==> config.mk <==
export PLATFORM = sky130hd
export DESIGN_NAME = branch_hazard_scoreboard
export DESIGN_NICKNAME = d
export VERILOG_FILES = /design/src/rtl/branch_hazard_scoreboard.sv
export SDC_FILE = /design/constraint.sdc
export NUM_CORES = 1
export LEC_CHECK = 0
export CAP_MARGIN = 15
export CORE_ASPECT_RATIO = 0.9
export CORE_UTILIZATION = 35
export CTS_CLUSTER_DIAMETER = 40
export DETAILED_ROUTE_END_ITERATION = 8
export SKIP_LAST_GASP = 1
export SYNTH_ARGS = -nofsm -noshare
export SYNTH_HDL_FRONTEND = slang
export SYNTH_SLANG_ARGS = --single-unit
==> constraint.sdc <==
create_clock -name i_clk -period 8.5 [get_ports i_clk]
set_input_delay 1.7 -clock i_clk [delete_from_list [all_inputs] [get_ports i_clk]]
set_output_delay 1.7 -clock i_clk [all_outputs]
set_load 0.03 [all_outputs]
==> src/rtl/branch_hazard_scoreboard.sv <==
// Register-countdown scoreboard that holds ID-stage branches and load-use
// consumers until their producers reach a stage the ID comparator can
// forward from.

// One register's countdown. A fresh issue reloads it; otherwise it drains
// toward zero. Everything freezes while the back end is held.
module bhs_reg_cnt #(
  parameter int CNT_W    = 2,
  parameter int ALU_LAT  = 1,
  parameter int LOAD_LAT = 2
) (
  input  logic             i_clk,
  input  logic             i_rst_n,
  input  logic             i_hold,
  input  logic             i_set,
  input  logic             i_set_load,
  output logic [CNT_W-1:0] o_cnt,
  output logic             o_nz_nxt
);
  localparam logic [CNT_W-1:0] ALU_V  = CNT_W'(ALU_LAT);
  localparam logic [CNT_W-1:0] LOAD_V = CNT_W'(LOAD_LAT);

  logic [CNT_W-1:0] cnt_nxt;

  // Next value: the youngest writer overrides any older pending countdown.
  always_comb begin
    cnt_nxt = o_cnt;
    if (!i_hold) begin
      if (i_set)             cnt_nxt = i_set_load ? LOAD_V : ALU_V;
      else if (o_cnt != '0)  cnt_nxt = o_cnt - 1'b1;
    end
  end

  assign o_nz_nxt = (cnt_nxt != '0);

  // Countdown state.
  always_ff @(posedge i_clk or negedge i_rst_n) begin
    if (!i_rst_n) o_cnt <= '0;
    else          o_cnt <= cnt_nxt;
  end
endmodule

module branch_hazard_scoreboard #(
  parameter int ALU_LAT  = 1,
  parameter int LOAD_LAT = 2,
  parameter int CNT_W    = 2
) (
  input  logic        i_clk,
  input  logic        i_rst_n,
  input  logic        i_issue_valid,
  input  logic [4:0]  i_issue_rd,
  input  logic        i_issue_reg_write,
  input  logic        i_issue_is_load,
  input  logic        i_hold,
  input  logic [4:0]  i_id_rs1,
  input  logic [4:0]  i_id_rs2,
  input  logic        i_id_uses_rs1,
  input  logic        i_id_uses_rs2,
  input  logic        i_id_is_branch,
  output logic        o_stall,
  output logic        o_busy_rs1,
  output logic        o_busy_rs2,
  output logic [5:0]  o_pending,
  output logic [15:0] o_stall_count
);
  localparam int NUM_REGS = 32;
  localparam logic [CNT_W-1:0] LOAD_V = CNT_W'(LOAD_LAT);

  typedef struct packed {
    logic       valid;
    logic [4:0] rd;
    logic       reg_write;
    logic       is_load;
  } issue_req_t;

  issue_req_t                          iss;
  logic [NUM_REGS-1:0][CNT_W-1:0]      cnt;
  logic [NUM_REGS-1:0]                 nz_nxt;
  logic [CNT_W-1:0]                    cnt_a, cnt_b;
  logic                                busy_a, busy_b, lu_a, lu_b;
  logic [5:0]                          pend_nxt;

  assign iss = '{valid: i_issue_valid, rd: i_issue_rd,
                 reg_write: i_issue_reg_write, is_load: i_issue_is_load};

  // x0 is hardwired: never busy, no storage.
  assign cnt[0]    = '0;
  assign nz_nxt[0] = 1'b0;

  genvar r;
  generate
    for (r = 1; r < NUM_REGS; r++) begin : g_reg
      bhs_reg_cnt #(.CNT_W(CNT_W), .ALU_LAT(ALU_LAT), .LOAD_LAT(LOAD_LAT)) u_cnt (
        .i_clk      (i_clk),
        .i_rst_n    (i_rst_n),
        .i_hold     (i_hold),
        .i_set      (iss.valid && iss.reg_write && (iss.rd == 5'(r))),
        .i_set_load (iss.is_load),
        .o_cnt      (cnt[r]),
        .o_nz_nxt   (nz_nxt[r])
      );
    end
  endgenerate

  // Lookup uses registered state only; a same-cycle issue is not visible.
  always_comb begin
    cnt_a   = cnt[i_id_rs1];
    cnt_b   = cnt[i_id_rs2];
    busy_a  = i_id_uses_rs1 && (cnt_a != '0);
    busy_b  = i_id_uses_rs2 && (cnt_b != '0);
    lu_a    = i_id_uses_rs1 && (cnt_a == LOAD_V);
    lu_b    = i_id_uses_rs2 && (cnt_b == LOAD_V);
    o_stall = i_id_is_branch ? (busy_a || busy_b) : (lu_a || lu_b);
  end

  assign o_busy_rs1 = (cnt_a != '0);
  assign o_busy_rs2 = (cnt_b != '0);

  // Population count of next-state nonzero counters so o_pending tracks cnt.
  always_comb begin
    pend_nxt = '0;
    for (int i = 0; i < NUM_REGS; i++) pend_nxt = pend_nxt + {5'd0, nz_nxt[i]};
  end

  // Registered pending count and saturating stall-cycle counter.
  always_ff @(posedge i_clk or negedge i_rst_n) begin
    if (!i_rst_n) begin
      o_pending     <= '0;
      o_stall_count <= '0;
    end else begin
      o_pending <= pend_nxt;
      if (o_stall && (o_stall_count != 16'hFFFF)) o_stall_count <= o_stall_count + 16'd1;
    end
  end
endmodule

==> impl_results.rst <==
.. list-table::
   :header-rows: 1

   * - Metric
     - Value
   * - Half-perimeter wire length after placement
     - approximately 13 mm
   * - Final net count
     - ~760
   * - Peak clock frequency supported by timing
     - roughly 130 MHz
   * - Aggregate routed wire length
     - 18.1 mm
   * - Pin count of the biggest net entering global routing
     - a little under 100
   * - Distinct cell type count of the synthesized netlist
     - 50
   * - DR DRC count
     - 0
   * - Synthesized-area fraction occupied by adder cells
     - 9.27%
   * - CP arrival
     - roughly 8 ns
   * - Routability congestion estimate
     - roughly 0.91
   * - Syn_nets
     - ~720
   * - Relative max-transition margin
     - between 30% and 40%
   * - Number of fill cells in the layout
     - between 1500 and 2000
   * - Setup TNS after final layout
     - 0 ns
   * - Path depth of the worst reg2reg path
     - 17
   * - Critical hold path startpoint
     - o_stall_count[10]$_DFFE_PN0P_
   * - Synth Area in XOR/XNOR
     - about 2.3%
   * - Number of buffers inserted by hold repair at cts
     - 0
   * - Fraction of the mapped netlist area in compound gates
     - roughly 19%
   * - Detailed router's first-iteration violation count
     - ~520
   * - Destination of the critical timing path
     - o_pending[4]$_DFF_PN0_
   * - Die H
     - approximately 130 um
   * - PortBufs
     - between 40 and 50
   * - Hold Violations, Final
     - 0
   * - FF-to-FF setup slack
     - roughly 2.7 ns
   * - Number of I/O pins
     - a little under 50
   * - PostCTS Resize Cnt
     - 0
   * - Pins over their slew limit
     - 0
   * - Placed cell count
     - 906
   * - Worst-case setup slack after placement
     - 0.344 ns
   * - Area enclosed by the die boundary
     - around 0.018 sq mm
   * - Fraction of final layout cells with drive strength greater than 1
     - between 8 and 9%
   * - Via/cell ratio
     - 5.80
   * - Count of flip-flops with a built-in enable after synthesis
     - 0
   * - Root Buffer
     - sky130_fd_sc_hd__clkbuf_16
   * - Post-route worst setup slack
     - 0.649 ns
   * - Overall power consumption
     - 0.00112 W
   * - Antenna fix cells
     - 0
   * - Antenna viol nets, final
     - 0
   * - Area fraction in and, or, nand and nor cells after synthesis
     - 14.4%
   * - Setup repair after global routing missed its margin
     - no
   * - 1st-pass router iterations
     - 7
   * - Post-Syn Area
     - 0.00605 sq mm
   * - Kind of end point of the critical path
     - flip-flop
   * - Number of non-filler instances in the completed layout
     - between 900 and 1000
   * - Total number of vias
     - 5340
   * - Later-pin clock latency in the skew report
     - 0.35 ns
   * - Vias in the first global route
     - roughly 5400
   * - Async set-reset flop share out of synthesis
     - 100%
   * - Proportion of synthesized chip area in sequential cells
     - a little over a third
   * - First-pass GRT wire length
     - 29.0 mm
   * - Avg Synthesized Cell Area
     - about 9.1 sq um
   * - Classification of the worst setup path
     - input port to flip-flop
   * - Clock tree from TritonCTS
     - yes
   * - Max rail drop VDD
     - approximately 0.094 mV
   * - Warning count from the yosys run
     - 0
   * - Standard-cell rows
     - 45
   * - Placeable core region
     - around 0.017 sq mm
   * - Ys flop type
     - sky130_fd_sc_hd__dfrtp_1
   * - Final clock period utilization by the worst path
     - approximately 92%
   * - Clock H-tree levels
     - 3
   * - Overall track demand over capacity in global routing
     - between 20% and 30%
   * - Worst reg2reg startpoint
     - g_reg[6].u_cnt.o_cnt[0]$_DFF_PN0_
   * - Flops & latches, synth
     - 84
   * - Number of max-capacitance violations reported
     - 0
   * - Number of antenna violations at the first check in global routing
     - 0
   * - Critical path launch point
     - i_issue_rd[3]
   * - Global-route congestion overflow total
     - 0
   * - Final non-filler cell area
     - between 0.007 and 0.008 sq mm
   * - Required time at the worst-slack endpoint
     - slightly below 9 ns
   * - Power density relative to cell area
     - about 160 mW/mm^2
   * - Result of the run
     - complete, no violations
   * - Final Critical Period
     - 7.85 ns
   * - Count of endpoints failing setup in the final report
     - 0
   * - Post-CTS Repair Setup Buffers
     - 0
   * - Total clock buffers created by CTS
     - 9
   * - Chip width
     - 141 um
   * - Nature of the critical path startpoint
     - input port
   * - Total cell area at the placement stage
     - between 0.006 and 0.007 sq mm
   * - Share of cell area taken by muxes after synthesis
     - between 10% and 20%
   * - Max Buffers Root-to-Sink
     - 2
   * - Reg2reg end
     - o_pending[4]$_DFF_PN0_
   * - Actual slew at the worst max-slew pin
     - ~0.94 ns
   * - Worst hold path class
     - flip-flop to flip-flop
   * - Sink count of the clock tree
     - 84
   * - Mean routed wirelength per cell
     - approximately 20 um
   * - Layout area overhead
     - 16.9%
   * - Combinational family with the most area after synthesis
     - compound AO/OA/AOI/OAI gates
   * - Leakage component of the power
     - around 3.0 nW
   * - Largest driver fanout on the critical path
     - 6
   * - Post-synthesis cell count
     - 668
   * - Clock skew after layout
     - ~0.013 ns
   * - Clock edge transition at the registers on the reported setup and hold paths
     - 0.07 ns
   * - Initial core utilization
     - between 30% and 40%
## state kept, by name (all words and copies together) (netlist names)
| signal | count |
|---|---|
| o_stall_count | 16 |
| o_pending | 6 |
| g.u_cnt.o_cnt | 62 |
## power by group
part           switching (W)  internal (W)  total [W]
Clock               0.000168      0.000294   0.000462
Sequential         0.0000232      0.000419   0.000442
Combinational       0.000131     0.0000880   0.000219
Total               0.000322      0.000801    0.00112
## layout by cell type, fill, tap and decap left out, drive strengths merged, types with 16 or more instances in the layout
cell type and n:
clkdlybuf4s50 46, nand2 67, mux2i 36, a21oi 36, nor2 48, o22ai 31, buf 16, inv 88
a31oi 38, fa 23, nor2b 16, dfrtp 84, o21ai 20, o211ai 16
## cell usage after synthesis, types with 2 or more instances
cell type	number	area, sq um
sky130_fd_sc_hd__inv_1	88	330
sky130_fd_sc_hd__dfrtp_1	84	2100
sky130_fd_sc_hd__nand2_1	67	251
sky130_fd_sc_hd__nor2_1	48	180
sky130_fd_sc_hd__a31oi_1	38	238
sky130_fd_sc_hd__a21oi_1	36	180
sky130_fd_sc_hd__mux2i_1	36	360
sky130_fd_sc_hd__o22ai_1	31	194
sky130_fd_sc_hd__fa_1	23	460
sky130_fd_sc_hd__o21ai_0	18	90.1
sky130_fd_sc_hd__clkbuf_1	17	63.8
sky130_fd_sc_hd__nor2b_1	16	100
sky130_fd_sc_hd__o211ai_1	16	120
sky130_fd_sc_hd__mux4_2	14	315
sky130_fd_sc_hd__xnor2_1	14	123
sky130_fd_sc_hd__nand3_1	13	65.1
sky130_fd_sc_hd__a22oi_1	9	67.6
sky130_fd_sc_hd__ha_1	8	100
sky130_fd_sc_hd__or2_2	8	50.1
sky130_fd_sc_hd__buf_2	7	35.0
sky130_fd_sc_hd__and3_1	6	37.5
sky130_fd_sc_hd__buf_1	6	22.5
sky130_fd_sc_hd__nand2b_1	6	37.5
sky130_fd_sc_hd__nand4_1	6	37.5
sky130_fd_sc_hd__o211a_1	6	60.1
sky130_fd_sc_hd__a221oi_1	5	43.8
sky130_fd_sc_hd__mux2_2	5	56.3
sky130_fd_sc_hd__buf_6	4	45.0
sky130_fd_sc_hd__nor3_1	4	20.0
sky130_fd_sc_hd__o2111ai_1	3	26.3
sky130_fd_sc_hd__a21o_1	2	15.0
sky130_fd_sc_hd__and3b_1	2	17.5
sky130_fd_sc_hd__nor3b_1	2	15.0
sky130_fd_sc_hd__o21ai_1	2	10.0
sky130_fd_sc_hd__or4_1	2	15.0
sky130_fd_sc_hd__xor2_1	2	17.5
## layer usage
metal  track usage [%]  vias up  wire [um]
met2              33.3      254       8260
li1                  -     2426          -
met1              28.1     2627       7740
met3              5.93       33       1660
met4              8.57        0        470
met5                 0        -          0
## worst min path at each step
stage / slack, ns / to / cells after the start
2_1_floorplan: 0.51 / g_reg[8].u_cnt.o_cnt[0]$_DFF_PN0_ / 2
3_3_place_gp: 0.48 / o_stall_count[10]$_DFFE_PN0P_ / 1
3_5_place_dp: 0.49 / o_stall_count[10]$_DFFE_PN0P_ / 1
4_1_cts: 0.50 / o_stall_count[10]$_DFFE_PN0P_ / 1
5_1_grt: 0.53 / o_stall_count[4]$_DFFE_PN0P_ / 1
6_report: 0.49 / o_stall_count[10]$_DFFE_PN0P_ / 1
## final cells by class
cell class | instances | area (sq um) | share of cell area (%)
multi-input cells | 461 | 3440 | 48.7
clock inverters | 4 | 97.6 | 1.38
flip-flops and latches | 84 | 2100 | 29.7
inverters | 88 | 330 | 4.67
clock buffers | 11 | 243 | 3.43
repair buffers | 62 | 591 | 8.35
well taps | 211 | 264 | 3.73
## metrics by stage
stage,hold WS [ns],util [%]
floorplan,0.512,-
global placement,0.477,39.8
detailed placement,0.487,39.8
CTS,0.499,41.9
global route,0.533,41.9
finish,0.494,41.9
## critical path: stages
cell	delay [ns]
sky130_fd_sc_hd__clkdlybuf4s50_1	0.50
sky130_fd_sc_hd__nand2b_1	0.21
sky130_fd_sc_hd__nor2_1	0.27
sky130_fd_sc_hd__nand2_1	0.17
sky130_fd_sc_hd__a31oi_1	0.20
sky130_fd_sc_hd__mux2i_1	0.11
sky130_fd_sc_hd__or2_2	0.33
sky130_fd_sc_hd__fa_1	0.56
sky130_fd_sc_hd__fa_1	0.49
sky130_fd_sc_hd__fa_1	0.54
sky130_fd_sc_hd__fa_1	0.55
sky130_fd_sc_hd__inv_1	0.06
sky130_fd_sc_hd__fa_1	0.50
sky130_fd_sc_hd__fa_1	0.54
sky130_fd_sc_hd__inv_1	0.06
sky130_fd_sc_hd__fa_1	0.45
sky130_fd_sc_hd__fa_1	0.42
sky130_fd_sc_hd__a21o_1	0.17
sky130_fd_sc_hd__a21oi_1	0.17
sky130_fd_sc_hd__xnor2_1	0.13
## logic make-up after synthesis
group,count (synthesis)
adders and majority gates,31
AOI/OAI and AO/OA,173
buffers and inverters,123
and+or+nand+nor,185
xor gates and xnor gates,16
DFF,84
muxes,56
Power figures use the tool's default switching activity.
